===== src/rtl/alu_pkg.sv =====
// Shared definitions for the digit-serial ALU.
// Holds the Operation encodings, the control FSM state type and a small
// helper that tells whether an operation uses the adder path.
package alu_pkg;

    localparam logic [1:0] OP_AND = 2'b00;
    localparam logic [1:0] OP_OR  = 2'b01;
    localparam logic [1:0] OP_ADD = 2'b10;
    localparam logic [1:0] OP_SLT = 2'b11;

    typedef enum logic [1:0] {
        IDLE = 2'b00,
        BUSY = 2'b01,
        DONE = 2'b10
    } alu_state_t;

    // ADD and SLT share the adder and the carry chain; AND and OR do not.
    function automatic logic isArith(input logic [1:0] op);
        return op[1];
    endfunction

endpackage


===== src/rtl/alu_slice.sv =====
// Combinational SLICE-bit ALU slice.
// Ports:
//   a, b        slice of the latched operands
//   Ainvert     invert a before the operation
//   Binvert     invert b before the operation
//   Operation   AND / OR / ADD / SLT selector
//   cin         carry into bit 0 of the slice
//   res         slice result (sum for ADD and SLT)
//   cout        carry out of the slice MSB
//   msb_cin     carry into the slice MSB, used for signed overflow
module alu_slice
    import alu_pkg::*;
#(
    parameter int SLICE = 8
) (
    input  logic [SLICE-1:0] a,
    input  logic [SLICE-1:0] b,
    input  logic             Ainvert,
    input  logic             Binvert,
    input  logic [1:0]       Operation,
    input  logic             cin,
    output logic [SLICE-1:0] res,
    output logic             cout,
    output logic             msb_cin
);

    logic [SLICE-1:0] aEff;
    logic [SLICE-1:0] bEff;
    logic [SLICE-1:0] sum;

    assign aEff = a ^ {SLICE{Ainvert}};
    assign bEff = b ^ {SLICE{Binvert}};

    assign {cout, sum} = {1'b0, aEff} + {1'b0, bEff} + {{SLICE{1'b0}}, cin};

    // The sum bit is a ^ b ^ carry-in, so the carry into the MSB falls out
    // of the sum without a second adder.
    assign msb_cin = sum[SLICE-1] ^ aEff[SLICE-1] ^ bEff[SLICE-1];

    always_comb begin
        res = sum;
        case (Operation)
            OP_AND:  res = aEff & bEff;
            OP_OR:   res = aEff | bEff;
            default: res = sum;
        endcase
    end

endmodule


===== src/rtl/alu_serial_param.sv =====
// Digit-serial ALU: processes a WIDTH-bit operation SLICE bits per clock,
// keeping the inter-slice carry in a register so the critical path is one
// SLICE-bit ripple regardless of WIDTH.
// Ports:
//   clock, reset_n        clock and asynchronous active-low reset
//   in_valid / in_ready   operand handshake
//   operandA, operandB    operands
//   Ainvert, Binvert      invert operands before the operation
//   Operation             00 AND, 01 OR, 10 ADD, 11 SLT
//   carry_in              carry into bit 0
//   out_valid / out_ready result handshake
//   out                   result
//   carry_out, overflow   adder flags (zero for logic ops)
//   isZero                out == 0
// WIDTH must be a multiple of SLICE.
module alu_serial_param
    import alu_pkg::*;
#(
    parameter int WIDTH = 32,
    parameter int SLICE = 8
) (
    input  logic             clock,
    input  logic             reset_n,
    input  logic             in_valid,
    output logic             in_ready,
    input  logic [WIDTH-1:0] operandA,
    input  logic [WIDTH-1:0] operandB,
    input  logic             Ainvert,
    input  logic             Binvert,
    input  logic [1:0]       Operation,
    input  logic             carry_in,
    output logic             out_valid,
    input  logic             out_ready,
    output logic [WIDTH-1:0] out,
    output logic             carry_out,
    output logic             overflow,
    output logic             isZero
);

    localparam int N = WIDTH / SLICE;
    localparam int IDX_W = (N > 1) ? $clog2(N) : 1;
    localparam logic [IDX_W-1:0] LAST_IDX = IDX_W'(N - 1);

    alu_state_t       state_q, state_d;
    logic [WIDTH-1:0] aOp_q, aOp_d;
    logic [WIDTH-1:0] bOp_q, bOp_d;
    logic             aInv_q, aInv_d;
    logic             bInv_q, bInv_d;
    logic [1:0]       op_q, op_d;
    logic             carry_q, carry_d;
    logic [IDX_W-1:0] idx_q, idx_d;
    logic [WIDTH-1:0] result_q, result_d;
    logic             carryOut_q, carryOut_d;
    logic             overflow_q, overflow_d;
    logic             isZero_q, isZero_d;

    logic [SLICE-1:0] sliceA;
    logic [SLICE-1:0] sliceB;
    logic [SLICE-1:0] sliceRes;
    logic             sliceCout;
    logic             sliceMsbCin;
    logic             sliceOvf;

    // Slice-select mux: the slice index picks the operand bits to feed the
    // single shared slice each BUSY cycle.
    assign sliceA = aOp_q[int'(idx_q) * SLICE +: SLICE];
    assign sliceB = bOp_q[int'(idx_q) * SLICE +: SLICE];

    alu_slice #(
        .SLICE(SLICE)
    ) u_slice (
        .a        (sliceA),
        .b        (sliceB),
        .Ainvert  (aInv_q),
        .Binvert  (bInv_q),
        .Operation(op_q),
        .cin      (carry_q),
        .res      (sliceRes),
        .cout     (sliceCout),
        .msb_cin  (sliceMsbCin)
    );

    // Only meaningful on the last slice, where the slice MSB is the word MSB.
    assign sliceOvf = sliceMsbCin ^ sliceCout;

    always_ff @(posedge clock or negedge reset_n) begin
        if (!reset_n) begin
            state_q    <= IDLE;
            aOp_q      <= '0;
            bOp_q      <= '0;
            aInv_q     <= 1'b0;
            bInv_q     <= 1'b0;
            op_q       <= OP_AND;
            carry_q    <= 1'b0;
            idx_q      <= '0;
            result_q   <= '0;
            carryOut_q <= 1'b0;
            overflow_q <= 1'b0;
            isZero_q   <= 1'b0;
        end else begin
            state_q    <= state_d;
            aOp_q      <= aOp_d;
            bOp_q      <= bOp_d;
            aInv_q     <= aInv_d;
            bInv_q     <= bInv_d;
            op_q       <= op_d;
            carry_q    <= carry_d;
            idx_q      <= idx_d;
            result_q   <= result_d;
            carryOut_q <= carryOut_d;
            overflow_q <= overflow_d;
            isZero_q   <= isZero_d;
        end
    end

    // Flags are computed on the last BUSY cycle and then held through DONE.
    // For SLT the written sum slices are replaced by the single
    // overflow-corrected sign bit at that point.
    always_comb begin
        state_d    = state_q;
        aOp_d      = aOp_q;
        bOp_d      = bOp_q;
        aInv_d     = aInv_q;
        bInv_d     = bInv_q;
        op_d       = op_q;
        carry_d    = carry_q;
        idx_d      = idx_q;
        result_d   = result_q;
        carryOut_d = carryOut_q;
        overflow_d = overflow_q;
        isZero_d   = isZero_q;

        case (state_q)
            IDLE: begin
                if (in_valid) begin
                    aOp_d      = operandA;
                    bOp_d      = operandB;
                    aInv_d     = Ainvert;
                    bInv_d     = Binvert;
                    op_d       = Operation;
                    carry_d    = carry_in;
                    idx_d      = '0;
                    result_d   = '0;
                    carryOut_d = 1'b0;
                    overflow_d = 1'b0;
                    isZero_d   = 1'b0;
                    state_d    = BUSY;
                end
            end
            BUSY: begin
                result_d[int'(idx_q) * SLICE +: SLICE] = sliceRes;
                if (isArith(op_q)) begin
                    carry_d = sliceCout;
                end
                idx_d = idx_q + 1'b1;
                if (idx_q == LAST_IDX) begin
                    state_d = DONE;
                    if (isArith(op_q)) begin
                        carryOut_d = sliceCout;
                        overflow_d = sliceOvf;
                        if (op_q == OP_SLT) begin
                            result_d    = '0;
                            result_d[0] = sliceRes[SLICE-1] ^ sliceOvf;
                        end
                    end else begin
                        carryOut_d = 1'b0;
                        overflow_d = 1'b0;
                    end
                    isZero_d = (result_d == '0);
                end
            end
            DONE: begin
                if (out_ready) begin
                    state_d = IDLE;
                end
            end
            default: begin
                state_d = IDLE;
            end
        endcase
    end

    assign in_ready  = (state_q == IDLE);
    assign out_valid = (state_q == DONE);
    assign out       = result_q;
    assign carry_out = carryOut_q;
    assign overflow  = overflow_q;
    assign isZero    = isZero_q;

endmodule


===== config.mk =====
export PLATFORM = sky130hd
export DESIGN_NAME = alu_serial_param
export DESIGN_NICKNAME = d
export VERILOG_FILES = /design/src/rtl/alu_pkg.sv /design/src/rtl/alu_slice.sv /design/src/rtl/alu_serial_param.sv
export SDC_FILE = /design/constraint.sdc
export NUM_CORES = 1
export LEC_CHECK = 0
export ABC_AREA = 1
export CAP_MARGIN = 5
export CELL_PAD_IN_SITES_DETAIL_PLACEMENT = 2
export CELL_PAD_IN_SITES_GLOBAL_PLACEMENT = 2
export CORE_MARGIN = 2
export CORE_UTILIZATION = 30
export DETAILED_ROUTE_END_ITERATION = 10
export GPL_TIMING_DRIVEN = 0
export PLACE_DENSITY_LB_ADDON = 0.1
export SLEW_MARGIN = 15
export SYNTH_ARGS = -nofsm -noshare
export SYNTH_HDL_FRONTEND = slang
export SYNTH_SLANG_ARGS = --single-unit

===== constraint.sdc =====
create_clock -name clock -period 5.15 [get_ports clock]
set_input_delay 1.2875 -clock clock [delete_from_list [all_inputs] [get_ports clock]]
set_output_delay 1.2875 -clock clock [all_outputs]
set_load 0.01 [all_outputs]

* After elaboration in Yosys (flattened, before gate mapping)
Cells that the tools add are included.
** Word-level totals
- Bits in registers :: 108
- Bits in latches :: 0
- Memory bits (writable) :: 0
- ROM bits :: 0
- Output and inout port bits :: 37
- Memories :: 0
** Operators by class
- Add/subtract/negate cells :: 4
- Multipliers :: 0
- Divide/modulo/power cells :: 0
- Magnitude comparators :: 0
- Equal/unequal tests :: 9
- Shift-type cells :: 4
- Muxes and demuxes :: 27
- Bitwise gates (word level) :: 8
- Reduce and logical (&&, ||, !) cells :: 9
** Operator list (count)
- 2-to-1 mux 32 bit :: 6
- case mux 32 bit (2 select lines) :: 1
- variable part select 32 x 6 -> 8 bit :: 2
- negation 5 -> 33 bit :: 1
- variable shift 8 x 33 -> 32 bit, first input constant :: 1
- variable part select 8 x 33 -> 32 bit :: 1
- bitwise mux 32 bit :: 1
- logical NOT 32 bit :: 1
- case mux 8 bit (2 select lines) :: 1
- XOR 8 bit :: 2
- adder 8 x 8 -> 9 bit :: 1
- adder 9 x 1 -> 9 bit :: 1
- AND reduction 3 bit :: 3
- AND 8 bit :: 1
- 2-to-1 mux 1 bit :: 8
- 2-to-1 mux 2 bit :: 4
- OR 8 bit :: 1
- case mux 1 bit (2 select lines) :: 4
- equality test 2 bit, second input constant :: 3
- inequality test 2 bit, second input constant :: 3
- case mux 2 bit (3 select lines) :: 1
- equality test 2 x 1 -> 1 bit, second input constant :: 2
- logical NOT 2 bit :: 2
- case mux 2 bit (2 select lines) :: 1
- other kinds (5) :: 9

* Depth between registers and ports, before layout
Gate-level depths: netlist (run 1).
- Word-level depth :: 15
- Depth in mapped cells :: 28
- Gate-level depth less buffers :: 26

* Hierarchy
A second synthesis (run 1) with hierarchy kept.
** Second synthesis, totals
- Cells, all modules :: 857
- Area total of the unflattened synthesis :: 6241.0 sq um
** Modules (own cells, without submodules)
- alu_serial_param :: instances 1, cells each 715, area an instance 5337.6 sq um, seq. area each 2702.6 sq um
- alu_slice :: instances 1, cells each 142, area an instance 903.4 sq um, seq. area each 0.0 sq um

* Worst setup path before layout (run 1)
No wires, ideal clock.
- Path kind :: register -> register
- From :: register idx_q[0]
- To :: register isZero_q, in the netlist isZero
- Library setup time :: 0.065 ns
- Arrival time :: 3.486 ns
- Data required time :: 5.085 ns
- Path slack :: 1.599 ns
- Stages on the path, launching flop included :: 29
- Path buffers :: 2
- Clock period less this slack :: 3.551 ns
- Cells stage by stage :: dfrtp_1 inv_1 buf_2 buf_1 nand2_1 a32o_1 xor2_1 inv_1 fa_1 fa_1 inv_1 nand3_1 nand2_1 nand2_1 nand2_1 nand2_1 nand2_1 nand2_1 nand3_1 nand2_1 inv_1 nand2_1 nor2_1 nand2_1 nor2_1 nand3_1 nand2_1 nand2_1 nand2_1
** On the way
- Word-level cells in the longest chain between the ends :: 15
- Elaborated cells on any way between the ends :: 27
- Those cells by class :: add/sub: 3; eq/ne: 2; shift: 4; mux: 8; bitwise: 8; reduce/logical: 2
** RTL lines
- from (decl) :: line alu_serial_param.sv:51 : logic [IDX_W-1:0] idx_q, idx_d;
- from (signal assigned) :: line alu_serial_param.sv:108 : idx_q <= idx_d;
- parallel branches: the longest is 15 deep, another holds adder 8 x 8 -> 9 bit
- to (signal assigned) :: line alu_serial_param.sv:112 : isZero_q <= isZero_d;
- to (decl) :: line alu_serial_param.sv:55 : logic isZero_q, isZero_d;
Several ways; the timed one is not identified. The select of a mux whose other input is x is not followed.
A chain may end at the register's enable or synchronous reset.

* Worst setup path in the final report (run 1)
Same ends and word-level chain as after synthesis.

==> results.cfg, run 1 <==
[clock_tree]
cts_tree = done
numCtsBuffers = 9
ctsHoldBuffers = 0
clk_latency_ps = 360
clkSinkCount = 108
root_buffer = clkbuf_16
h-tree-depth = 3
clk_pin_slew_ps = 80
clockBufferDepth = 2

[worst_hold_path]
min_path_type = flip-flop to flip-flop

[routing]
wire_per_inst_um = 17.7
vias = 5955
via_per_inst = 4.77
route.detailed.drc = 0
drt_iter0_drc = 178
firstDrtPassIters = 4
finalWirelength_mm = 22.2
detail-route-antenna-nets = 0

[critical_path]
cp_num_buf_inv = 5
crit_path_cell_trace = buf_6 -> buf_2 -> clkbuf_2 -> a21oi_1 -> a32o_1 -> xor2_1 -> inv_1 -> fa_1 -> fa_1 -> inv_1 -> nand2_1 -> nand2_1 -> nand2_1 -> nand4_1 -> nor2_1 -> nor2_1 -> nand3_1 -> nor3_1 -> nand3_1 -> nor2_1 -> nand3_1 -> nand2_1 -> nand2_1 -> nand2_1
start_kind = flip-flop
worst-setup-path-type = flip-flop to flip-flop
critPathMaxFanout = 10
critical_path_required_ps = 5450
path_delay_family = simple AND/OR/NAND/NOR gates
critPathCaptureType = flip-flop
crit_path_max_incr_delay_ps = 470
cpMaxStageDelayCell = dfrtp_1
cp.arrival_ps = 4900
crit_path_frequent_cell = nand2_1

[sta]
min_period_ps = 4590
drv_slew = 0
tightest_slew_ps = 846
rsz0062_at_grt = false
max_freq_mhz = 218
finalSetupViolations = 0
fin_crit_sh_pct = 89.2
finalHoldViolations = 0
relSlewSlack_pct = 43.6
skew_ps = 10.5

[floorplanning]
die_area_um2 = 22100
die_h_um = 149
start_util_pct = 30.8
fp-row-count = 52
die_w_um = 149
core_area_um2 = 20400
io-pin-count = 110

[yosys]
synth_nets = 951
synth_area_um2 = 6280
yosysTopAreaCell = dfrtp_1
synthArstFlopShare_pct = 100
synth.top_cell.area_share_pct = 43.0
ys.flop_type = dfrtp_1
synth.distinct_cells = 33
ys_seq_elements = 108
synth.most_common_cell = nand2_1
synth_enable_flop_cells = 0
yosysSeqAreaShare_pct = 43.0
synthTopCellsByArea = dfrtp_1 (43%), nand2_1 (21%), inv_1 (5.4%)
yosysWarnings = 0
synthesis.instances = 854
avgSynthCellArea_um2 = 7.35
synth_commonest_cells = nand2_1 (358), dfrtp_1 (108), inv_1 (91)

[global_route]
grt_pass1_vias = 6620
use_met1_pct = 26.8
overflow = 0
grt_pass1_wl_mm = 36.5
antenna_found_initial = 0
use_met3_pct = 1.99
grtUsageTotal_pct = 21.4
busiest_layer = met2
use_met2_pct = 38.7
grt_max_degree = 60

[run]
drv_cap = 0

[layout]
nets = 1071
nFillCells = 2408
layoutNonFillerInstCount = 1249
syn_to_final_growth_pct = 27.8
diodes = 0
drive_above_1_share_pct = 5.92

[place]
io_buffers = 109
place.gp.congestion = 0.811
dp_hpwl_mm = 17.4
post-place-cells = 1234

[status]
status = finished, final reports clean
## placed cells by master (no fill, tap or decap), types with 14 or more instances in the layout
cell,n
a21oi_1,19
a32o_1,14
clkbuf_1,23
clkdlybuf4s50_1,108
dfrtp_1,108
ha_1,22
inv_1,91
nand2_1,358
nand3_1,35
nand4_1,16
nor2_1,42
o21ai_0,44
o22ai_1,18
xor2_1,14
## cell type report
type	count	area [um^2]	area share (%)
multi-input combinational	609	3030	37.7
sequential	108	2700	33.7
timing repair buffer	110	1120	14.0
inverter	99	373	4.65
tap	270	338	4.21
clock buffer	11	243	3.03
buffer	37	174	2.17
clock inverter	5	45.0	0.562
## flip-flops by register name, indices dropped and copies added (netlist names)
| signal | count |
|---|---|
| idx_q | 2 |
| out | 32 |
| carry_q | 1 |
| state_q | 2 |
| aInv_q | 1 |
| isZero | 1 |
| overflow | 1 |
| op_q | 2 |
| aOp_q | 32 |
| bOp_q | 32 |
| bInv_q | 1 |
| carry_out | 1 |
## layer usage
metal | vias up | part of all wire, %
met3 | 26 | 2.1
met1 | 2914 | 44
li1 | 2915 | -
met5 | - | 0
met2 | 100 | 52
met4 | 0 | 2.1
## metrics by stage
stage          setup WS, ps  TNS, ps  area [um^2]  utilization [%]  hold WS, ps
3_3_place_gp          -1740  -186940         7710             37.8          464
2_1_floorplan          1600        0         6280                -          449
3_5_place_dp           61.1        0         7740             38.0          469
5_1_grt                 255        0         8020             39.4          522
6_report                557        0         8020             39.4          483
4_1_cts                35.7        0         8020             39.4          488
## worst reg2reg max path, cell delays in order (launching register included)
cell and delay, ps:
dfrtp_1 470, buf_6 200, buf_2 250, clkbuf_2 370, a21oi_1 130, a32o_1 260, xor2_1 220, inv_1 110
fa_1 420, fa_1 410, inv_1 90, nand2_1 60, nand2_1 70, nand2_1 130, nand4_1 230, nor2_1 60
nor2_1 140, nand3_1 100, nor3_1 290, nand3_1 120, nor2_1 100, nand3_1 120, nand2_1 80, nand2_1 50
nand2_1 60
## cell families (layout without fill, tap and decap cells)
logic type | after synthesis | in the layout | synth area share (%)
simple gates | 470 | 470 | 30.9
buf+inv | 137 | 262 | 8.75
flops | 108 | 108 | 43.0
compound gates | 98 | 98 | 9.41
fa+ha+maj | 24 | 24 | 5.02
xor+xnor | 17 | 17 | 2.91
## repair_timing
item                       4_1_cts  5_1_grt
setup endpoints to repair        0        1
buffers inserted                 0        0
gates resized for setup          0        1
## final timing paths
check                          from        end  slack [ps]  cells after the start
max in group asynchronous   reset_n  aOp_q[30]        3590                      2
min in group asynchronous   reset_n    out[15]         870                      1
setup / recovery           idx_q[0]     isZero         560                     24
setup reg to reg           idx_q[0]     isZero         560                     24
hold / removal             bOp_q[8]   bOp_q[8]         480                      2
hold reg to reg            bOp_q[8]   bOp_q[8]         480                      2
Power of run 1 is not shown: default switching activity piles up to over one toggle a cycle in this logic, so the estimate is an artifact.
==> run 2, diff against run 1 <==
--- a/config.mk
+++ b/config.mk
@@ -14,6 +14,7 @@
 export DETAILED_ROUTE_END_ITERATION = 10
 export GPL_TIMING_DRIVEN = 0
 export PLACE_DENSITY_LB_ADDON = 0.1
+export SKIP_CTS_REPAIR_TIMING = 1
 export SLEW_MARGIN = 15
 export SYNTH_ARGS = -nofsm -noshare
 export SYNTH_HDL_FRONTEND = slang
==> results of run 2 <==
Final layout, timing and power as in run 1 (identical DEF).
Power of run 2 is left out for the same reason.
==> run 3, diff against run 2 <==
--- a/config.mk
+++ b/config.mk
@@ -15,7 +15,7 @@
 export GPL_TIMING_DRIVEN = 0
 export PLACE_DENSITY_LB_ADDON = 0.1
 export SKIP_CTS_REPAIR_TIMING = 1
-export SLEW_MARGIN = 15
 export SYNTH_ARGS = -nofsm -noshare
 export SYNTH_HDL_FRONTEND = slang
+export SYNTH_HIERARCHICAL = 1
 export SYNTH_SLANG_ARGS = --single-unit
==> results.cfg, run 3 <==
[status]
status = finished, final reports clean

[routing]
drt_iter0_drc = 190
route.detailed.drc = 0
vias = 5953
via_per_inst = 4.75
detail-route-antenna-nets = 0
finalWirelength_mm = 21.5
wire_per_inst_um = 17.2
firstDrtPassIters = 4

[worst_hold_path]
min_path_type = flip-flop to flip-flop
whs_path_depth = 2

[yosys]
yosysTopAreaCell = dfrtp_1
synth_nets = 954
synth_enable_flop_cells = 0
ys.flop_type = dfrtp_1
yosysSeqAreaShare_pct = 43.3
synth_commonest_cells = nand2_1 (321), dfrtp_1 (108), nor2_1 (104)
yosysWarnings = 6
synthTopCellsByArea = dfrtp_1 (43%), nand2_1 (19%), nor2_1 (6.3%)
ys_seq_elements = 108
avgSynthCellArea_um2 = 7.28
synthArstFlopShare_pct = 100
synthesis.instances = 857
synth_area_um2 = 6240
synth.distinct_cells = 35
synth.top_cell.area_share_pct = 43.3
synth.most_common_cell = nand2_1

[global_route]
grt_pass1_wl_mm = 35.5
antenna_found_initial = 0
busiest_layer = met2
grt_pass1_vias = 6599
grt_max_degree = 59
use_met3_pct = 3.07
overflow = 0
grtUsageTotal_pct = 20.6
use_met1_pct = 26.0
use_met2_pct = 37.3

[floorplanning]
core_area_um2 = 20300
start_util_pct = 30.7
io-pin-count = 110
die_h_um = 148
die_area_um2 = 22000
die_w_um = 148
fp-row-count = 52

[critical_path]
start_kind = flip-flop
critPathMaxFanout = 12
cp-endpoint = isZero
critical_path_required_ps = 5410
cp.arrival_ps = 4890
reg2reg_to = isZero
reg2reg_depth = 22
ff2ff_setup_slack_ps = 520
critPathCaptureType = flip-flop
cp-startpoint = idx_q[1]
r2r_start = idx_q[1]
worst-setup-path-type = flip-flop to flip-flop

[clock_tree]
clk_latency_ps = 360
clkSinkCount = 108
clockBufferDepth = 2
cts_tree = done
h-tree-depth = 3
root_buffer = clkbuf_16
clk_pin_slew_ps = 80
numCtsBuffers = 9

[layout]
post-route-util_pct = 39.3
drive_above_1_share_pct = 6.00
mostFrequentLayoutCells = nand2_1 (321), dfrtp_1 (108), clkdlybuf4s50_1 (108), nor2_1 (104), inv_1 (82)
syn_to_final_growth_pct = 27.9
nets = 1075
diodes = 0
layout_commonest_cell = nand2_1

[sta]
finalSetupViolations = 0
rsz0062_at_grt = false
max_freq_mhz = 216
min_period_ps = 4630
holdWs_ps = 485
finalHoldViolations = 0
skew_ps = 9.38
tightest_slew_ps = 769
relSlewSlack_pct = 48.8
fin_crit_sh_pct = 90.0
drv_slew = 0

[place]
dp_hpwl_mm = 16.9
place.gp.congestion = 0.803
io_buffers = 109

[run]
drv_cap = 0
## run 3: cell count changes in the layout (fill, tap and decap cells not counted), moves of 17 or more
cell	delta
nor2_1	+62
a21oi_1	-17
xnor2_1	+17
o22ai_1	+20
nand2_1	-37
## run 3: logic make-up after synthesis
family                   synth area share [%]
AO/OA/AOI/OAI                            9.74
flip-flops                               43.3
XOR/XNOR                                 3.45
buffers and inverters                    8.60
AND/OR/NAND/NOR                          29.9
adder cells (fa/ha/maj)                  5.05
## run 3: critical path: stages (launching register included)
cell and delay (ps):
dfrtp_1 550, inv_1 300, clkbuf_1 630, o21ai_0 190
o22ai_1 250, xnor2_1 250, fa_1 240, inv_1 60
fa_1 430, nand2_1 100, nand3_1 90, nand2_1 80
nand2_1 50, o21bai_1 450, nand3_1 190, nor2_1 150
nor2_1 70, nand2_1 70, nor2_1 40, nand2_1 130
nor2_1 80, nand3_1 80, nand2_1 50
## run 3: layer usage
layer	vias to the layer above	part of all wire, %
li1	2923	-
met1	2924	45
met2	90	52
met3	16	2.6
met4	0	1.1
met5	-	0
## run 3: worst min path at each step
stage	end	slack, ps	from
after global placement	aOp_q[9]	460	aOp_q[9]
after detailed placement	aOp_q[13]	460	aOp_q[13]
after floorplan	aOp_q[16]	440	aOp_q[16]
final	aOp_q[13]	490	aOp_q[13]
after global routing	aOp_q[5]	520	aOp_q[5]
after CTS	aOp_q[13]	480	aOp_q[13]
## run 3: final cells by class
type,count,area (um^2)
Multi-Input combinational cell,624,3000
Clock inverter,6,53.8
Buffer,34,195
Fill cell,2432,12300
Tap cell,270,338
Inverter,91,342
Timing Repair Buffer,110,1120
Clock buffer,10,229
Sequential cell,108,2700
## run 3: per-stage QoR
stage / setup WS, ps / TNS (ps) / instances / area (um^2)
6_report: 516 / 0 / 1253 / 7980
5_1_grt: 259 / 0 / 1253 / 7980
3_5_place_dp: 535 / 0 / 1237 / 7700
2_1_floorplan: 1890 / 0 / 857 / 6240
3_3_place_gp: -1730 / -185190 / 1236 / 7670
4_1_cts: 513 / 0 / 1253 / 7980
Power of run 3 is left out for the same reason.
